===== config.mk =====
export PLATFORM = sky130hd
export DESIGN_NAME = multicycle_control
export DESIGN_NICKNAME = d
export VERILOG_FILES = /design/src/rtl/multicycle_control.sv
export SDC_FILE = /design/constraint.sdc
export NUM_CORES = 1
export LEC_CHECK = 0
export ABC_AREA = 1
export BUFFER_PORTS_ARGS = -buffer_cell sky130_fd_sc_hd__buf_2
export CORE_AREA = 2 2 66 68
export DETAILED_ROUTE_END_ITERATION = 6
export DIE_AREA = 0 0 68 70
export GPL_ROUTABILITY_DRIVEN = 1
export GPL_TIMING_DRIVEN = 0
export SYNTH_ARGS = -nofsm -noshare
export SYNTH_HDL_FRONTEND = slang
export SYNTH_SLANG_ARGS = --single-unit

===== constraint.sdc =====
create_clock -name CLK -period 1.88 [get_ports CLK]
set_input_delay 0.376 -clock CLK [delete_from_list [all_inputs] [get_ports CLK]]
set_output_delay 0.376 -clock CLK [all_outputs]
set_load 0.05 [all_outputs]

===== src/rtl/multicycle_control.sv =====
// Multi-cycle control sequencer: accepts one instruction per handshake and walks
// EXEC -> MEM -> WB with registered control outputs, memory timeout and stall freeze.
module multicycle_control #(
  parameter int OP_W        = 3,
  parameter int FUNC_W      = 4,
  parameter int ALUOP_W     = 3,
  parameter int RS_W        = 3,
  parameter int MEM_TIMEOUT = 16
) (
  input  logic               CLK,
  input  logic               reset,
  input  logic               instr_valid,
  input  logic [OP_W-1:0]    opcode,
  input  logic [FUNC_W-1:0]  func,
  output logic               instr_ready,
  input  logic               mem_ready,
  input  logic               stall,
  output logic               RegWrite,
  output logic               ALUsrc,
  output logic [ALUOP_W-1:0] ALUop,
  output logic [RS_W-1:0]    RegStore,
  output logic               MemWrite,
  output logic               MemRead,
  output logic               Branch,
  output logic               JumpOut,
  output logic               illegal,
  output logic               mem_err
);

  typedef enum logic [1:0] {IDLE = 2'd0, EXEC = 2'd1, MEM = 2'd2, WB = 2'd3} state_t;

  typedef struct packed {
    logic               regwrite;
    logic               alusrc;
    logic [ALUOP_W-1:0] aluop;
    logic [RS_W-1:0]    regstore;
    logic               memwrite;
    logic               memread;
    logic               branch;
    logic               jumpout;
  } ctrl_t;

  localparam int CNT_W = (MEM_TIMEOUT > 2) ? $clog2(MEM_TIMEOUT) : 1;
  localparam logic [CNT_W-1:0] CNT_LAST = (MEM_TIMEOUT > 0) ? CNT_W'(MEM_TIMEOUT - 1) : '0;

  state_t          state_r;
  logic [OP_W-1:0] op_r;
  logic [CNT_W-1:0] cnt_r;
  ctrl_t           ctrl_r;
  logic            illegal_r;
  logic            mem_err_r;

  function automatic logic is_illegal(input logic [OP_W-1:0] op, input logic [FUNC_W-1:0] fn);
    return ((op & ~OP_W'(7)) != '0) || ((op == OP_W'(0)) && (fn > FUNC_W'(3)));
  endfunction

  // EXEC-state controls, loaded at the accept edge from the instruction being latched
  function automatic ctrl_t exec_decode(input logic [OP_W-1:0] op, input logic [FUNC_W-1:0] fn);
    ctrl_t c;
    c = '0;
    case (op)
      OP_W'(0): begin
        c.alusrc   = 1'b1;
        c.regstore = RS_W'(1);
        c.aluop    = ALUOP_W'(fn[1:0]) + ALUOP_W'(1);
      end
      OP_W'(1): begin
        c.regstore = RS_W'(1);
        case (fn[3:2])
          2'd0:    c.aluop = ALUOP_W'(1);
          2'd1:    c.aluop = ALUOP_W'(5);
          2'd2:    c.aluop = ALUOP_W'(6);
          default: c.aluop = ALUOP_W'(7);
        endcase
      end
      OP_W'(2), OP_W'(3): c.aluop = ALUOP_W'(1);
      OP_W'(4), OP_W'(5): begin
        c.branch = 1'b1;
        c.aluop  = ALUOP_W'(2);
      end
      OP_W'(6): begin
        c.branch   = 1'b1;
        c.regstore = RS_W'(2);
      end
      OP_W'(7): begin
        c.branch  = 1'b1;
        c.jumpout = 1'b1;
      end
      default: c = '0;
    endcase
    return c;
  endfunction

  function automatic ctrl_t mem_ctrl(input logic is_store);
    ctrl_t c;
    c = '0;
    c.aluop    = ALUOP_W'(1);
    c.memwrite = is_store;
    c.memread  = ~is_store;
    return c;
  endfunction

  function automatic ctrl_t wb_ctrl(input logic [RS_W-1:0] rs);
    ctrl_t c;
    c = '0;
    c.regwrite = 1'b1;
    c.regstore = rs;
    return c;
  endfunction

  // Sequencer state, latched opcode, MEM counter and registered outputs; stall freezes all
  always_ff @(posedge CLK or negedge reset) begin
    if (!reset) begin
      state_r   <= IDLE;
      op_r      <= '0;
      cnt_r     <= '0;
      ctrl_r    <= '0;
      illegal_r <= 1'b0;
      mem_err_r <= 1'b0;
    end else if (!stall) begin
      illegal_r <= 1'b0;
      mem_err_r <= 1'b0;
      case (state_r)
        IDLE: begin
          ctrl_r <= '0;
          if (instr_valid) begin
            if (is_illegal(opcode, func)) begin
              illegal_r <= 1'b1;
            end else begin
              op_r    <= opcode;
              ctrl_r  <= exec_decode(opcode, func);
              state_r <= EXEC;
            end
          end
        end
        EXEC: begin
          cnt_r <= '0;
          if (op_r == OP_W'(0) || op_r == OP_W'(1)) begin
            ctrl_r  <= wb_ctrl(ctrl_r.regstore);
            state_r <= WB;
          end else if (op_r == OP_W'(2) || op_r == OP_W'(3)) begin
            ctrl_r  <= mem_ctrl(op_r == OP_W'(3));
            state_r <= MEM;
          end else begin
            ctrl_r  <= '0;
            state_r <= IDLE;
          end
        end
        MEM: begin
          if (mem_ready) begin
            if (op_r == OP_W'(2)) begin
              ctrl_r  <= wb_ctrl(ctrl_r.regstore);
              state_r <= WB;
            end else begin
              ctrl_r  <= '0;
              state_r <= IDLE;
            end
          end else if ((MEM_TIMEOUT != 0) && (cnt_r == CNT_LAST)) begin
            mem_err_r <= 1'b1;
            ctrl_r    <= '0;
            state_r   <= IDLE;
          end else begin
            cnt_r <= cnt_r + CNT_W'(1);
          end
        end
        WB: begin
          ctrl_r  <= '0;
          state_r <= IDLE;
        end
        default: begin
          ctrl_r  <= '0;
          state_r <= IDLE;
        end
      endcase
    end
  end

  // Ready is gated by reset so every output reads 0 while reset is held
  assign instr_ready = reset && (state_r == IDLE) && !stall;
  assign RegWrite    = ctrl_r.regwrite;
  assign ALUsrc      = ctrl_r.alusrc;
  assign ALUop       = ctrl_r.aluop;
  assign RegStore    = ctrl_r.regstore;
  assign MemWrite    = ctrl_r.memwrite;
  assign MemRead     = ctrl_r.memread;
  assign Branch      = ctrl_r.branch;
  assign JumpOut     = ctrl_r.jumpout;
  assign illegal     = illegal_r;
  assign mem_err     = mem_err_r;

endmodule

==> impl_results.md, run 1 <==
* Outcome: finished, final reports clean
* Worst hold path type: in -> async
* Syn Nets at 170
* Antenna-violating nets left at 0
* Delay-heaviest family, CP: buffers and inverters
* Routed WL at 2570 um
* CP startpoint kind: primary input
* Crit path DAT at 1.28 ns
* DRC at 0
* Die height at 70 um
* Post-cts gate resize count at 0
* Clock Skew at approximately 0.0038 ns
* ANT cells at 0
* Max-slew violations at 0
* Fin crit share at ~90%
* Most frequent cell on the critical path: buf_2
* Syn Area/Cell at roughly 7.6 um2
* Register bit total from synthesis at 22
* Multi-input logic area at 541 um2
* Area Overhead vs Synth at 19.5%
* Antenna violations before repair at 0
* Worst vdd ir at around 660 uV
* DR vias/cell at 4.38
* Worst skew pair latency at about 0.26 ns
* Slew margin rel. at 64.9%
* FP Rows at 24
* Postcts setup bufs at 0
* # Max-Cap Violations at 0
* Initial Util at 28.6%
* Synth Cell Area at 1180 um2
* Initial drt markers at 50
* Fill cell count at 467
* Routed length per instance at 10.9 um
* CP required at 1.50 ns
* RSZ-0062 raised after global routing: no
* First-pass DRT Iterations at 5
* Sequential cell area at 551 um2
* Depth of the CTS H-tree at 1
* Layout cells sized above 1 at 22.3%
* Routed vias at 1033
* Area leader, netlist: dfrtp_1
* Placed Area at 1380 um2
* Leak at 0.794 nW
* Power density cells at 1110 nW/um2
* Netlist cell types at 25
* Sequential area share after synthesis at a little under half
* Vias in the first global route at about 1000
* Clk pin slew, worst setup/hold paths at approximately 0.08 ns
* CP endpoint kind: output port
* R2R setup slack at 0.50 ns
* Max Freq at 605 MHz
* Critical Path, Cell by Cell: buf_2, nand2_1, nor2_1, buf_2
* Bufs on Longest Clock Path at 2
* Design Area, Final at 1420 um2
* Dpl hpwl at around 2000 um
* Die area at 4760 um2
* Tmin final at 1.65 ns
* CTS tree: yes
* Nets at 200
* Pin count of the biggest net entering global routing at 24
* CTS Sinks at 22
* Root Buffer: clkbuf_8
* Gr ovfl total at 0
* Syn Inst Count at 156
* # IOs at 27
* Setup TNS at 0 ns
* Ys Warns at 0
* GP Congestion at 0.785
* PortBufs at 25
* Critical Path Max Stage Delay at between 0.4 and 0.5 ns
* Least-Margin Pin Slew at 0.526 ns
* Hold violation total from the final report at 0
* Area share of the largest cell type after synthesis at between 40% and 50%
* Die Width at approximately 70 um
* Final setup vio count at 0
* Most frequent cells in the layout: 54 x nand2_1, 25 x buf_2, 22 x dfrtp_1, 18 x inv_1, 15 x nor2_1
* Gr usage total at 12.1%
* Slowest CP cell: buf_2
* First-pass GRT wire length at roughly 4500 um
* Synth top area cells: dfrtp_1 46%, nand2_1 17%, inv_1 5.7%
* Worst Path Buf+Inv at 2
* Critical path class: in -> out
* Cts-stage hold buffer count at 0
* Worst-path fanout max at 23
* Commonest non-fill, non-tap cell in the layout: nand2_1
* Num CTS Buffers at 3
* CORE AREA at 4140 um2
==> metal layers <==
metal / track usage, % / part of all wire [%]
met1: 17.3 / 49
met3: 3.06 / 4.7
met2: 18.8 / 46
met4: 2.00 / 0
met5: 0 / 0
==> power by group <==
group          switching (mW)  total [mW]  internal, mW
Combinational           0.453       0.628         0.174
Sequential             0.0772       0.656         0.579
Clock                   0.150       0.293         0.143
Total                   0.680        1.58         0.896
==> worst paths after layout <==
check / end / cells after the start / from
max: instr_ready / 4 / reset
min: mem_err / 1 / reset
max reg2reg: ALUsrc / 6 / cnt_r[0]
min reg2reg: RegStore[1] / 2 / RegStore[1]
max in group asynchronous: ALUop[0] / 1 / reset
min in group CLK: op_r[1] / 3 / opcode[1]
==> metrics by stage <==
stage                     utilization, %  hold slack, ns  cells  setup WS (ns)  power, mW
after global routing                34.2           0.127    236         0.0692       1.71
after floorplan                        -          0.0804    156          0.235       1.14
final                               34.2          0.0817    236          0.227       1.58
after detailed placement            33.2           0.395    233          0.174       1.29
after global placement              33.2           0.381    233          0.196       1.29
after CTS                           34.2           0.107    236          0.165       1.60
==> Yosys cell counts <==
cell type,n
o21a_1,1
nand3b_1,1
conb_1,1
nor2_1,15
dfrtp_1,22
o21ai_0,7
o21ai_2,1
nor3_1,1
nand3_2,2
nand3_1,11
buf_6,1
inv_1,18
nand2_2,2
nand4_1,2
nand2_1,54
buf_4,1
o31ai_1,2
inv_2,2
nor2_2,1
a21oi_1,2
ha_1,2
nand2_4,1
xor2_1,1
nor2_4,2
o21ai_1,3
==> final cells by class <==
class / count / share of cell area (%)
flip-flops and latches: 22 / 38.9
well taps: 52 / 4.59
plain buffers: 2 / 1.33
clock buffers: 3 / 2.92
repair buffers: 25 / 8.83
multi-input cells: 112 / 38.2
inverters: 20 / 5.30
==> cells by family after synthesis <==
| logic type | share of synthesized area (%) |
|---|---|
| AO/OA/AOI/OAI | 7.71 |
| XOR/XNOR | 0.739 |
| adder cells (fa/ha/maj) | 2.11 |
| buffers and inverters | 7.92 |
| flip-flops | 46.5 |
| other | 0.316 |
| AND/OR/NAND/NOR | 34.7 |
==> worst register-to-register path: cells and delay by family, from the launching register on <==
kind                     cells  cell delay [ns]
flip-flops                   1             0.41
AND/OR/NAND/NOR              3             0.39
adder cells (fa/ha/maj)      1             0.23
buffers and inverters        1             0.14
AO/OA/AOI/OAI                1             0.09
==> registers in the layout (all words and copies together) (netlist names) <==
register  cells
ALUop         3
ALUsrc        1
Branch        1
JumpOut       1
MemRead       1
MemWrite      1
RegStore      2
RegWrite      1
cnt_r         4
illegal       1
mem_err       1
op_r          3
state_r       2
(Power assumes the default switching activity.)
==> run 2: changes to the inputs <==
--- a/config.mk
+++ b/config.mk
@@ -5,11 +5,10 @@
 export SDC_FILE = /design/constraint.sdc
 export NUM_CORES = 1
 export LEC_CHECK = 0
-export ABC_AREA = 1
 export BUFFER_PORTS_ARGS = -buffer_cell sky130_fd_sc_hd__buf_2
-export CORE_AREA = 2 2 66 68
+export CORE_AREA = 2 2 67 69
 export DETAILED_ROUTE_END_ITERATION = 6
-export DIE_AREA = 0 0 68 70
+export DIE_AREA = 0 0 69 71
 export GPL_ROUTABILITY_DRIVEN = 1
 export GPL_TIMING_DRIVEN = 0
 export SYNTH_ARGS = -nofsm -noshare
==> impl_results.md, run 2 <==
* Placed Area at 1390 um2
* DRC at 0
* CORE AREA at 4200 um2
* Pin count of the biggest net entering global routing at 24
* Synth cell count leaders: 22 x dfrtp_1, 14 x nand2_1, 10 x nor2_1
* CP startpoint kind: primary input
* Max reg flops at 4
* # Max-Cap Violations at 0
* Synth top area cells: dfrtp_1 46%, nand2_1 4.4%, mux2_2 3.7%
* P_int at 1.05 mW
* First-pass DRT Iterations at 4
* RSZ-0062 raised after global routing: no
* Dominant synthesized flop cell: dfrtp_1
* Initial Util at between 20% and 30%
* Crit path DAT at 1.35 ns
* Routed vias at between 900 and 1000
* Design Area, Final at 1460 um2
* Clk pin slew, worst setup/hold paths at 0.08 ns
* Worst slack, placed at 0.0281 ns
* Most frequent cells in the layout: 23 x buf_2, 22 x dfrtp_1, 14 x nand2_1, 10 x nor2_1, 5 x o21ai_0
* Initial drt markers at 81
* DR vias/cell at just over 5
* Dpl hpwl at 2020 um
* Outcome: finished, final reports clean
* Num CTS Buffers at 3
* Die height at 71 um
* PortBufs at 22
* Antenna-violating nets left at 0
* Synth Cell Area at between 1000 and 1500 um2
* Syn Nets at 125
* Clock Skew at 0.00347 ns
* Worst skew pair latency at about 0.26 ns
* Gr usage total at 11.7%
* CTS Sinks at 22
* Fill cell count at 445
* Syn Inst Count at 111
* Power density cells at around 1200 nW/um2
* Leak at 0.665 nW
* Routed length per instance at roughly 14 um
* Antenna violations before repair at 0
* Top reg by flops: cnt_r
* Gr ovfl total at 0
* Fin crit share at 91.8%
* # IOs at 27
* Max-slew violations at 0
* Routed WL at 2710 um
* First-pass GRT wire length at ~4700 um
* Post-cts gate resize count at 0
* Switching Share at 40.4%
* Die Width at around 69 um
* Sw power at approximately 0.7 mW
* Sequential area share after synthesis at 45.8%
* Max Freq at 579 MHz
* Syn Area/Cell at 10.8 um2
* Worst hold path type: in -> async
* Layout cells sized above 1 at 32.8%
* Area leader, netlist: dfrtp_1
* Sequential cell area at 551 um2
* Root Buffer: clkbuf_8
* Sequential power share at 37.8%
* Worst-path fanout max at 10
* Fin util at around 35%
* Clock Power Share at 19.1%
* Tmin final at between 1.5 and 2 ns
* Area Overhead vs Synth at 21.1%
* Most frequent cell after synthesis: dfrtp_1
* CTS tree: yes
* GP Congestion at 0.811
* Final setup vio count at 0
* FP Rows at 24
* Area share of the largest cell type after synthesis at 45.8%
* Register bit total from synthesis at 22
* Gate power share at between 40% and 50%
* Die area at 4900 um2
* PnR worst setup slack at roughly 0.15 ns
* Cts-stage hold buffer count at 0
* Worst vdd ir at 417 uV
* CP endpoint kind: output port
* Setup TNS at 0 ns
* EDFF count, synth at 0
* Depth of the CTS H-tree at 1
* CP required at 1.50 ns
* Netlist cell types at 42
* Ys async rst share at 100%
* Bufs on Longest Clock Path at 2
* Hold violation total from the final report at 0
* R2R depth at 5
* Commonest non-fill, non-tap cell in the layout: buf_2
* Vias in the first global route at 1006
* Nets at 152
* Postcts setup bufs at 0
* ANT cells at 0
* Critical path class: in -> out
* Multi-input logic area at 613 um2
* Ys Warns at 0
run 2: cell count changes after synthesis, sizes merged, moves of 3 or more:
cell	previous run	this run
nor2	18	10
inv	20	1
nand3	13	3
mux2	0	5
a22o	0	4
a21o	0	3
nand2	57	15
o21ai	11	5
buf	2	6
run 2: metrics by stage:
| stage | total power [mW] | hold WS, ns | cells |
|---|---|---|---|
| final | 1.76 | 0.0312 | 189 |
| after global routing | 1.87 | 0.0483 | 189 |
| after CTS | 1.77 | 0.0965 | 189 |
| after detailed placement | 1.43 | 0.380 | 185 |
| after global placement | 1.41 | 0.368 | 185 |
| after floorplan | 1.26 | 0.0804 | 111 |
run 2: cell families after synthesis:
kind of cell	after synthesis	synth area share, %
AO/OA/AOI/OAI	31	22.2
multiplexers	5	4.68
buffers and inverters	9	4.89
other	1	0.312
flip-flops	22	45.8
AND/OR/NAND/NOR	41	20.1
adder cells (fa/ha/maj)	2	2.08
run 2: final timing paths:
path	slack [ns]	from	endpoint
setup / recovery	0.15	stall	instr_ready
hold / removal	0.03	reset	ALUop[1]
setup reg to reg	0.21	state_r[1]	RegStore[0]
hold reg to reg	0.49	RegWrite	RegWrite
max in group asynchronous	1.61	reset	MemWrite
min in group CLK	0.33	func[2]	ALUsrc
run 2: critical path: stages:
cell and delay, ns:
clkbuf_1 0.18, clkbuf_2 0.27, nor4b_4 0.23, buf_2 0.29
run 2: power by group through the flow:
stage / registers, mW / logic, mW / clock network, mW
6_report: 0.664 / 0.756 / 0.336
5_1_grt: 0.678 / 0.820 / 0.367
4_1_cts: 0.665 / 0.759 / 0.347
3_3_place_gp: 0.667 / 0.744 / 0
3_5_place_dp: 0.675 / 0.755 / 0
2_1_floorplan: 0.830 / 0.431 / 0
run 2: layout make-up:
cell class	instances	share of cell area, %
tap	52	4.47
clock buffer	4	3.78
inverter	1	0.258
timing repair buffer	22	7.73
buffer	8	3.87
multi-input combinational	80	42.1
sequential	22	37.8
run 2: routing by layer:
metal | wire, um | vias to the layer above | GRT usage (%)
li1 | - | 459 | -
met1 | 1150 | 478 | 14.5
met2 | 1430 | 32 | 20.8
met3 | 111 | 2 | 1.71
met4 | 10 | 0 | 4.14
met5 | 0 | - | 0
